`config.mk`:
```
export PLATFORM = sky130hd
export DESIGN_NAME = gcd_operand_feeder
export DESIGN_NICKNAME = d
export VERILOG_FILES = /design/src/rtl/gcd_operand_feeder.sv
export SDC_FILE = /design/constraint.sdc
export NUM_CORES = 1
export LEC_CHECK = 0
export CAP_MARGIN = 20
export CORE_ASPECT_RATIO = 0.5
export CORE_MARGIN = 10
export CORE_UTILIZATION = 57
export CTS_CLUSTER_SIZE = 10
export DETAILED_ROUTE_END_ITERATION = 6
export PLACE_DENSITY = 0.82
export SETUP_SLACK_MARGIN = 0.1
export SLEW_MARGIN = 20
export SYNTH_ARGS = -nofsm -noshare
export SYNTH_HDL_FRONTEND = slang
export SYNTH_SLANG_ARGS = --single-unit
```
`constraint.sdc`:
```
create_clock -name clockInput -period 3.46 [get_ports clockInput]
set_input_delay 0.692 -clock clockInput [delete_from_list [all_inputs] [get_ports clockInput]]
set_output_delay 0.692 -clock clockInput [all_outputs]
set_load 0.03 [all_outputs]
```
`src/rtl/gcd_operand_feeder.sv`:
```
// gcd_operand_feeder: pairs a single operand word stream into (a, b)
// pairs, buffers them in a FIFO and serves gcd_top's two operand channels.
module gcd_operand_feeder #(
  parameter int WIDTH     = 32,
  parameter int DEPTH     = 4,
  parameter int CNT_WIDTH = 16
) (
  input  logic                 clockInput,
  input  logic                 resetInput,
  input  logic                 flushInput,
  input  logic                 wInIsReadyInput,
  input  logic [WIDTH-1:0]     wInDataInput,
  output logic                 wInAckOutput,
  output logic                 aOutReadyOutput,
  output logic [WIDTH-1:0]     aOutDataOutput,
  input  logic                 aOutAckInput,
  output logic                 bOutReadyOutput,
  output logic [WIDTH-1:0]     bOutDataOutput,
  input  logic                 bOutAckInput,
  output logic [CNT_WIDTH-1:0] pairCountOutput,
  output logic                 heldValidOutput
);

  localparam int PW = (DEPTH > 1) ? $clog2(DEPTH) : 1;

  typedef enum logic [1:0] {
    IN_IDLE,
    IN_ACK,
    IN_COOL
  } inState_t;

  inState_t inState;
  inState_t inStateNext;

  logic             capture;
  logic [WIDTH-1:0] heldWord;
  logic             heldValid;

  logic [2*WIDTH-1:0] mem [DEPTH];
  logic [PW-1:0]      wrPtr;
  logic [PW-1:0]      rdPtr;
  logic [PW:0]        count;

  logic notEmpty;
  logic full;
  logic push;
  logic pop;
  logic aDone;
  logic bDone;
  logic outCool;
  logic aFire;
  logic bFire;

  assign notEmpty = (count != '0);
  assign full     = (count == (PW+1)'(DEPTH));

  assign aOutReadyOutput = notEmpty && !aDone && !outCool;
  assign bOutReadyOutput = notEmpty && !bDone && !outCool;
  assign aFire = aOutReadyOutput && aOutAckInput;
  assign bFire = bOutReadyOutput && bOutAckInput;

  assign pop  = (aDone || aFire) && (bDone || bFire) && !flushInput;
  assign push = capture && heldValid && !flushInput;

  assign aOutDataOutput = notEmpty ? mem[rdPtr][2*WIDTH-1:WIDTH] : '0;
  assign bOutDataOutput = notEmpty ? mem[rdPtr][WIDTH-1:0] : '0;

  assign wInAckOutput    = (inState == IN_ACK);
  assign heldValidOutput = heldValid;

  // Input handshake state register
  always_ff @(posedge clockInput or posedge resetInput) begin
    if (resetInput) inState <= IN_IDLE;
    else            inState <= inStateNext;
  end

  // Input FSM: capture when a slot exists (full sampled before any pop)
  always_comb begin
    inStateNext = inState;
    capture     = 1'b0;
    unique case (inState)
      IN_IDLE: begin
        if (wInIsReadyInput && (!heldValid || !full)) begin
          capture     = 1'b1;
          inStateNext = IN_ACK;
        end
      end
      IN_ACK:  inStateNext = IN_COOL;
      IN_COOL: inStateNext = IN_IDLE;
      default: inStateNext = IN_IDLE;
    endcase
  end

  // Odd word holding register
  always_ff @(posedge clockInput or posedge resetInput) begin
    if (resetInput) begin
      heldWord  <= '0;
      heldValid <= 1'b0;
    end else if (flushInput) begin
      heldValid <= 1'b0;
    end else if (capture) begin
      if (!heldValid) begin
        heldWord  <= wInDataInput;
        heldValid <= 1'b1;
      end else begin
        heldValid <= 1'b0;
      end
    end
  end

  // Pair storage; head validity is tracked by count
  always_ff @(posedge clockInput) begin
    if (push) mem[wrPtr] <= {heldWord, wInDataInput};
  end

  // FIFO pointers and occupancy
  always_ff @(posedge clockInput or posedge resetInput) begin
    if (resetInput) begin
      wrPtr <= '0;
      rdPtr <= '0;
      count <= '0;
    end else if (flushInput) begin
      wrPtr <= '0;
      rdPtr <= '0;
      count <= '0;
    end else begin
      if (push) wrPtr <= wrPtr + PW'(1);
      if (pop)  rdPtr <= rdPtr + PW'(1);
      unique case ({push, pop})
        2'b10:   count <= count + (PW+1)'(1);
        2'b01:   count <= count - (PW+1)'(1);
        default: count <= count;
      endcase
    end
  end

  // Output channel progress, cooldown and delivered-pair count
  always_ff @(posedge clockInput or posedge resetInput) begin
    if (resetInput) begin
      aDone           <= 1'b0;
      bDone           <= 1'b0;
      outCool         <= 1'b0;
      pairCountOutput <= '0;
    end else begin
      outCool <= pop;
      if (flushInput || pop) begin
        aDone <= 1'b0;
        bDone <= 1'b0;
      end else begin
        aDone <= aDone || aFire;
        bDone <= bDone || bFire;
      end
      if (pop) pairCountOutput <= pairCountOutput + CNT_WIDTH'(1);
    end
  end

endmodule
```
==> results of run 1 <==
## repair_timing
item / CTS / global route
endpoints found under the setup margin: 52 / 64
buffers inserted: 3 / 0
gates resized for setup: 0 / 13
gates cloned: 0 / 1
pin swaps: 0 / 1
## state kept, by name, indices dropped and copies added, names as in the netlist
| register | count |
|---|---|
| inState | 2 |
| wrPtr | 2 |
| pairCountOutput | 16 |
| outCool | 1 |
| heldWord | 32 |
| count | 3 |
| heldValidOutput | 1 |
| bDone | 1 |
| aDone | 1 |
| mem | 256 |
| rdPtr | 2 |
## routing by layer
metal  part of all wire  up-vias
li1                   -     2697
met1               0.40     3314
met2               0.51      273
met3              0.073       44
met4              0.020        0
met5                  0        -
## per-stage QoR
stage               total power (W)  area [um^2]
finish                       0.0127        15200
global route                 0.0132        15200
CTS                          0.0127        15200
detailed placement          0.00910        14100
global placement            0.00900        14100
floorplan                   0.00755        12300
## synthesized netlist by cell type (all sizes together), types with 2 or more instances
cell	count	area share
clkbuf	15	0.0046
buf	12	0.0051
and2	68	0.035
a22o	2	0.0014
nor4	3	0.0025
nor3	8	0.0037
and3	4	0.0020
ha	5	0.0051
xor2	3	0.0021
nor2	7	0.0025
inv	5	0.0015
nand2	10	0.0031
mux2	35	0.032
mux4	64	0.12
a31oi	4	0.0057
edfxtp	256	0.63
a31o	2	0.0014
nand4	4	0.0020
xnor2	15	0.011
dfrtp	61	0.12
nor2b	2	0.0010
nand3	6	0.0024
## final timing paths
check	start	to	slack (ps)	cells past startpoint
setup reg to reg	count[1]	count[2]	670	8
hold / removal	pairCountOutput[15]	pairCountOutput[15]	480	1
min in group asynchronous	resetInput	heldWord[27]	640	2
setup / recovery	count[2]	aOutDataOutput[20]	180	3
max in group asynchronous	resetInput	rdPtr[0]	2150	3
hold reg to reg	pairCountOutput[15]	pairCountOutput[15]	480	1
## cell families (layout without fill, tap and decap cells)
| group | after synthesis | in the layout | share of synthesized area |
|---|---|---|---|
| AOI/OAI and AO/OA | 12 | 12 | 0.0112 |
| and+or+nand+nor | 118 | 119 | 0.0585 |
| buffers and inverters | 32 | 214 | 0.0112 |
| muxes | 99 | 99 | 0.150 |
| DFF | 317 | 317 | 0.750 |
| adders and majority gates | 6 | 6 | 0.00672 |
| xor gates and xnor gates | 18 | 18 | 0.0128 |
## area by class of cell
| cell class | instances | area, um^2 |
|---|---|---|
| Clock inverter | 2 | 13.8 |
| Sequential cell | 317 | 9220 |
| Inverter | 5 | 18.8 |
| Multi-Input combinational cell | 254 | 2960 |
| Fill cell | 1134 | 5640 |
| Clock buffer | 64 | 1070 |
| Tap cell | 292 | 365 |
| Timing Repair Buffer | 143 | 1590 |
## power groups by stage
stage          registers (W)  clock network [W]  logic, W
6_report             0.00519            0.00351   0.00397
5_1_grt              0.00526            0.00371   0.00420
2_1_floorplan        0.00513                  0   0.00242
4_1_cts              0.00518            0.00356   0.00399
3_3_place_gp         0.00520                  0   0.00380
3_5_place_dp         0.00525                  0   0.00385
## critical path, stage by stage (launching register included)
cell	delay [ps]
dfrtp_1	570
or3_4	500
and2_1	250
clkdlybuf4s50_1	740
## cells in the final DEF, fill, tap and decap left out, types with 2 or more instances in the layout
cell type,instances
edfxtp_1,256
clkdlybuf4s50_1,109
mux4_2,64
and2_1,64
dfrtp_1,59
clkbuf_16,39
mux2_2,29
clkbuf_1,25
xnor2_1,15
buf_12,15
dlymetal6s2s_1,12
nand2_1,10
buf_4,7
nand3_1,6
nor3_1,6
nor2_1,5
mux2_1,5
ha_1,5
inv_1,4
and3_1,4
nand4_1,4
and2_4,4
a31oi_4,3
xor2_1,3
nor3_2,2
or3_4,2
nor4_2,2
nor2_2,2
a22o_1,2
nor2b_1,2
a31o_2,2
==> run metrics, run 1 <==
Post-synth EDFFs=256; Post-Syn Nets=646; Clk pwr share=0.277; Layout Nets=802; #FFs+latches synth=317; Crit. End Element=output pin; Syn. warnings=0; Worst-Margin Slew=767 ps; Worst Skew=25.0 ps; clock tree buffer depth=3; Root Buffer=clkbuf_16; H-tree levels=2; hold buffers post-CTS=0; initial DRC count=513; Setup WS pre-CTS=343 ps; clock sinks=317; met3 Usage GRT=0.0375; fin util=0.730; final hold vios=0; CP Class=reg -> out; outcome=finished, final reports clean; worst skew pair latency=520 ps; Sw Ratio=0.317; Avg Inst Size Synth=20.4 um^2; RSZ-0062 raised after global routing=yes; Pwr Density=832 nW/um^2; row count=37; Pint=0.00866 W; sequential share of the synthesized area=0.750; Die Span Y=124 um; met2 Use GR=0.325; Seq pwr share=0.410; first-pass GRT wire length=41.2 mm; Initial DRT Pass Iterations=5; Num CTS Buffers=37; period utilization=0.949; P&R area growth vs syn=24.1%; required time of the critical path=2770 ps; wire per inst=25.1 um; number of global-route vias before repair=6726; Mapped Area=12300 um^2; synth unique cells=41; Die Width=228 um; maximum vdd ir drop=0.483 mV; Max-cap violations=0; Post-synth top flop=edfxtp_1; fraction of layout cells with a size suffix above 1=0.225; die area=28200 um^2; global route overflow=0; Hold WC Path Type=reg -> reg; CTS tree=yes; asr flop ratio synth=0.192; residual DRC count=0; combinational fraction of design power=0.313; n_diodes=0; Fin Hold WS=479 ps; crit path DAT=2590 ps; initial antenna violation count=0; routed wire length=27.0 mm; num ports=122; IO Port Bufs=121; Synth Instances=602; Slew Viols, Final=0; GR peak layer=met2; vias after detailed routing=6328; Rel. slew slack=0.488; Detailed Place HPWL=14.7 mm; Worst-path clk slew=60 ps; Non-Filler Instances=1077; routability cong.=0.728; largest net degree at the start of global routing=69; global-route usage over all layers=0.193; remaining antenna violation count=0; Net Switching=0.00401 W; Core ar.=20900 um^2; final setup vio count=0; dpl cells=1007; vias per cell=5.88; min setup slack post-route=175 ps; Starting Density=0.588; M1 GR Usage=0.256; fin crit period=3280 ps; CP startpoint kind=register; setup TNS=0 ps; critical path peak fanout=34; Leak Pwr=5.28 nW; Fmax=304 MHz
No activity file was read; power rests on OpenSTA's default activity.
==> run 2: changes to the inputs <==
--- a/config.mk
+++ b/config.mk
@@ -8,10 +8,10 @@
 export CAP_MARGIN = 20
 export CORE_ASPECT_RATIO = 0.5
 export CORE_MARGIN = 10
-export CORE_UTILIZATION = 57
+export CORE_UTILIZATION = 45
 export CTS_CLUSTER_SIZE = 10
 export DETAILED_ROUTE_END_ITERATION = 6
-export PLACE_DENSITY = 0.82
+export PLACE_DENSITY = 0.67
 export SETUP_SLACK_MARGIN = 0.1
 export SLEW_MARGIN = 20
 export SYNTH_ARGS = -nofsm -noshare
==> run 2 against run 1 <==
Core utilization fell by 16 points; setup slack got worse by 28 ps; sequential power barely moved; count of clock-buffer cells in the layout fell by 5; first-iteration DRC count fell by 3.3%; critical path type unchanged; critical endpoint is now bOutDataOutput[0].
==> run metrics, run 2 (synthesis results as in run 1) <==
residual DRC count=0; CP startpoint kind=register; Pwr Density=804 nW/um^2; final setup vio count=0; critical path peak fanout=26; Largest Register=mem; IO Port Bufs=121; Critical Path Slowest Stage Cell=clkdlybuf4s50_1; die area=34700 um^2; global-route usage over all layers=0.145; n_diodes=0; Initial DRT Pass Iterations=4; Worst-Margin Slew=639 ps; placed cell area=14100 um^2; Layout Nets=800; Top delay family on crit path=buffers and inverters; crit path DAT=2620 ps; Die Span Y=137 um; commonest non-fill, non-tap cell in the layout=edfxtp_1; Crit. End Element=output pin; RSZ-0062 raised after global routing=yes; CTS tree=yes; global route overflow=0; Non-Filler Instances=1132; clock sinks=317; most frequent cells in the layout=edfxtp_1 (256), clkdlybuf4s50_1 (67), mux4_2 (64), and2_1 (64), dfrtp_1 (59); CP Class=reg -> out; Largest regs=mem: 256 flops, heldWord: 32 flops, pairCountOutput: 16 flops; clock tree buffer depth=3; worst skew pair latency=520 ps; Root Buffer=clkbuf_16; Worst-path clk slew=60 ps; Bufs and invs on worst path=2; Leak Pwr=5.50 nW; maximum vdd ir drop=0.315 mV; first-pass GRT wire length=38.9 mm; dpl cells=1068; fraction of layout cells with a size suffix above 1=0.224; Slew Viols, Final=0; Num CTS Buffers=37; Max-cap violations=0; routability cong.=0.765; final hold vios=0; Rel. slew slack=0.571; setup TNS=0 ps; H-tree levels=2; vias per cell=5.36; remaining antenna violation count=0; Core ar.=26600 um^2; outcome=finished, final reports clean; Starting Density=0.461; crit path cell chain=buf_16 > mux4_2 > and2_1 > clkdlybuf4s50_1; Die Width=254 um; largest net degree at the start of global routing=44; Hold WC Path Type=reg -> reg; num ports=122; row count=42; required time of the critical path=2770 ps; Pint=0.00840 W; wire per inst=21.9 um; Sw Ratio=0.315; fin crit period=3310 ps; initial DRC count=496; combinational fraction of design power=0.299; post-route design area=15200 um^2; Seq pwr share=0.422; Worst path max stage delay=590 ps; Detailed Place HPWL=14.6 mm; vias after detailed routing=6073; Worst Skew=23.4 ps; Fmax=302 MHz; P&R area growth vs syn=24.0%; initial antenna violation count=0; number of global-route vias before repair=6745; Net Switching=0.00386 W; max FFs per register=256; period utilization=0.957; Clk pwr share=0.279; Setup Fix Bufs, Post-CTS=0; routed wire length=24.8 mm
run 2: cell types whose count changed in the layout (fill, tap and decap cells not counted), sizes merged:
cell / previous run / this run
dlymetal6s2s: 12 / 22
clkdlybuf4s50: 109 / 67
buf: 22 / 20
clkbuf: 64 / 59
dlygate4sd2: 0 / 32
inv: 6 / 8
run 2: routing by layer:
layer | routed length (um) | track usage
met1 | 10700 | 0.186
met5 | 0 | 0
met3 | 1150 | 0.0356
met4 | 361 | 0.0344
met2 | 12600 | 0.246
run 2: layout make-up:
type,instances,area (um^2)
clock buffers,59,1010
clock inverters,4,42.5
fillers,1994,11400
inverters,5,18.8
multi-input cells,254,2960
flip-flops and latches,317,9220
well taps,352,440
repair buffers,141,1550
run 2: timing repair:
item	CTS	global route
endpoints found under the hold margin	0	0
pin swaps	1	0
gates cloned	1	0
hold buffers	0	0
setup endpoints to repair	56	25
gates resized for setup	35	23
run 2: final timing paths:
path | startpoint | endpoint | slack, ps | cells after the start
setup / recovery | rdPtr[0] | bOutDataOutput[0] | 150 | 4
hold / removal | inState[1] | inState[1] | 490 | 1
setup reg to reg | count[1] | count[2] | 790 | 8
hold reg to reg | inState[1] | inState[1] | 490 | 1
max in group asynchronous | resetInput | rdPtr[0] | 2330 | 3
min in group asynchronous | resetInput | heldWord[30] | 510 | 2
run 2: per-stage QoR:
step | worst slack, ps | hold WS [ps] | utilization | power [W]
floorplan | 742 | 448 | - | 0.00755
finish | 148 | 486 | 0.572 | 0.0123
detailed placement | 393 | 479 | 0.531 | 0.00910
global placement | 421 | 465 | 0.531 | 0.00903
global route | 44.5 | 500 | 0.572 | 0.0128
CTS | 52.8 | 488 | 0.570 | 0.0125
run 2: power groups by stage:
| stage | combinational, W | clock, W | sequential, W |
|---|---|---|---|
| after floorplan | 0.00242 | 0 | 0.00513 |
| after global placement | 0.00384 | 0 | 0.00518 |
| after detailed placement | 0.00386 | 0 | 0.00524 |
| after CTS | 0.00379 | 0.00351 | 0.00518 |
| after global routing | 0.00391 | 0.00369 | 0.00524 |
| final | 0.00366 | 0.00342 | 0.00517 |
==> run 3: changes to the inputs <==
--- a/config.mk
+++ b/config.mk
@@ -6,12 +6,14 @@
 export NUM_CORES = 1
 export LEC_CHECK = 0
 export CAP_MARGIN = 20
+export CELL_PAD_IN_SITES_DETAIL_PLACEMENT = 1
+export CELL_PAD_IN_SITES_GLOBAL_PLACEMENT = 2
 export CORE_ASPECT_RATIO = 0.5
 export CORE_MARGIN = 10
-export CORE_UTILIZATION = 45
+export CORE_UTILIZATION = 44
 export CTS_CLUSTER_SIZE = 10
 export DETAILED_ROUTE_END_ITERATION = 6
-export PLACE_DENSITY = 0.67
+export PLACE_DENSITY = 0.82
 export SETUP_SLACK_MARGIN = 0.1
 export SLEW_MARGIN = 20
 export SYNTH_ARGS = -nofsm -noshare
==> run 3 against run 2 <==
Via count up 2.3%; critical path depth unchanged; clock skew down 9.6 ps; routed wire length up 15%; clock power about the same; largest cell class unchanged.
==> run metrics, run 3 (synthesis results as in run 1) <==
Pwr Density=811 nW/um^2; final setup vio count=0; Num CTS Buffers=37; hold buffers post-CTS=0; Largest Register=mem; Worst R2R Start=count[0]; row count=43; P&R area growth vs syn=24.8%; vias per cell=5.33; num ports=122; Rel. slew slack=0.526; Worst-Margin Slew=711 ps; Layout Nets=803; Hold Path Sink=pairCountOutput[15]; Hold WC Path Type=reg -> reg; residual DRC count=0; IO Port Bufs=121; Largest regs=mem: 256 flops, heldWord: 32 flops, pairCountOutput: 16 flops; Leak Pwr=5.50 nW; CTS tree=yes; CP startpoint kind=register; Slew Viols, Final=0; Detailed Place HPWL=16.5 mm; final hold vios=0; FF-to-FF setup slack=670 ps; n_diodes=0; H-tree levels=2; max FFs per register=256; worst skew pair latency=520 ps; outcome=finished, final reports clean; largest net degree at the start of global routing=42; Die Width=256 um; initial antenna violation count=0; number of global-route vias before repair=7010; CP Class=reg -> out; critical path peak fanout=24; commonest non-fill, non-tap cell in the layout=edfxtp_1; reg2reg path depth=8; required time of the critical path=2770 ps; clock tree buffer depth=3; RSZ-0062 raised after global routing=yes; global-route usage over all layers=0.162; setup TNS=0 ps; vias after detailed routing=6215; Starting Density=0.445; Worst Skew=13.8 ps; dpl cells=1097; RR Endpoint=count[2]; Non-Filler Instances=1166; Die Span Y=138 um; global route overflow=0; Worst Min Path Start=pairCountOutput[15]; crit path DAT=2600 ps; Max-cap violations=0; first-pass GRT wire length=44.1 mm; most frequent cells in the layout=edfxtp_1 (256), clkdlybuf4s50_1 (66), mux4_2 (64), and2_1 (64), dfrtp_1 (59); hold path cells=1; wire per inst=24.5 um; fin crit period=3290 ps; Core ar.=27600 um^2; min setup slack post-route=167 ps; Crit. End Element=output pin; Setup WS pre-CTS=353 ps; initial DRC count=421; Initial DRT Pass Iterations=4; Fmax=304 MHz; clock sinks=317; die area=35400 um^2; Worst-path clk slew=50 ps; fraction of layout cells with a size suffix above 1=0.226; routed wire length=28.5 mm; routability cong.=0.715; maximum vdd ir drop=0.340 mV; remaining antenna violation count=0; period utilization=0.952; Root Buffer=clkbuf_16
[run 3: cell count changes in the layout (fill, tap and decap cells not counted), sizes merged, moves of 2 or more]
cell and delta:
buf +2, dlymetal6s2s -3, clkbuf +2, dlygate4sd2 +4
[run 3: area by class of cell]
cell class                 count  area (um^2)
clock buffer                  61         1020
multi-input combinational    254         2960
clock inverter                 3         22.5
fill                        2433        12300
tap                          382          478
inverter                       5         18.8
sequential                   317         9220
timing repair buffer         144         1610
[run 3: metal layers]
layer / GRT usage / vias to the layer above / wire length (um)
met1: 0.198 / 3316 / 11300
met4: 0.0405 / 0 / 459
met5: 0 / - / 0
met3: 0.0367 / 38 / 1680
li1: - / 2698 / -
met2: 0.286 / 163 / 15100
[run 3: power breakdown]
part	switching (W)	total, W	internal (W)
Combinational	0.00216	0.00381	0.00165
Sequential	0.000407	0.00520	0.00480
Clock	0.00143	0.00342	0.00200
Total	0.00399	0.0124	0.00844
[run 3: worst max-delay path by stage]
stage	slack (ps)	end	cells past startpoint	start
3_3_place_gp	470	count[2]	9	wInIsReadyInput
4_1_cts	60	bOutDataOutput[18]	5	rdPtr[0]
6_report	170	bOutDataOutput[6]	4	rdPtr[0]
5_1_grt	80	bOutDataOutput[6]	4	rdPtr[0]
3_5_place_dp	350	count[2]	9	wInIsReadyInput
2_1_floorplan	740	mem[0][0]	4	wInIsReadyInput
[run 3: repair_timing]
item	CTS	global route
setup endpoints to repair	64	21
resized for setup	38	20
buffers inserted	3	0
cloned	2	0
pin swaps	1	0
[run 3: stage by stage]
stage | cell area [um^2] | utilization | hold slack [ps] | power, W
3_5_place_dp | 14200 | 0.514 | 465 | 0.00916
6_report | 15300 | 0.555 | 482 | 0.0124
4_1_cts | 15300 | 0.553 | 485 | 0.0126
2_1_floorplan | 12300 | - | 448 | 0.00755
5_1_grt | 15300 | 0.555 | 518 | 0.0130
3_3_place_gp | 14200 | 0.514 | 470 | 0.00903
[run 3: worst max-delay path, stage by stage, from the launching register on]
cell and delay [ps]:
dfrtp_4 520, buf_16 250, mux4_2 540, and2_1 170, clkdlybuf4s50_1 590
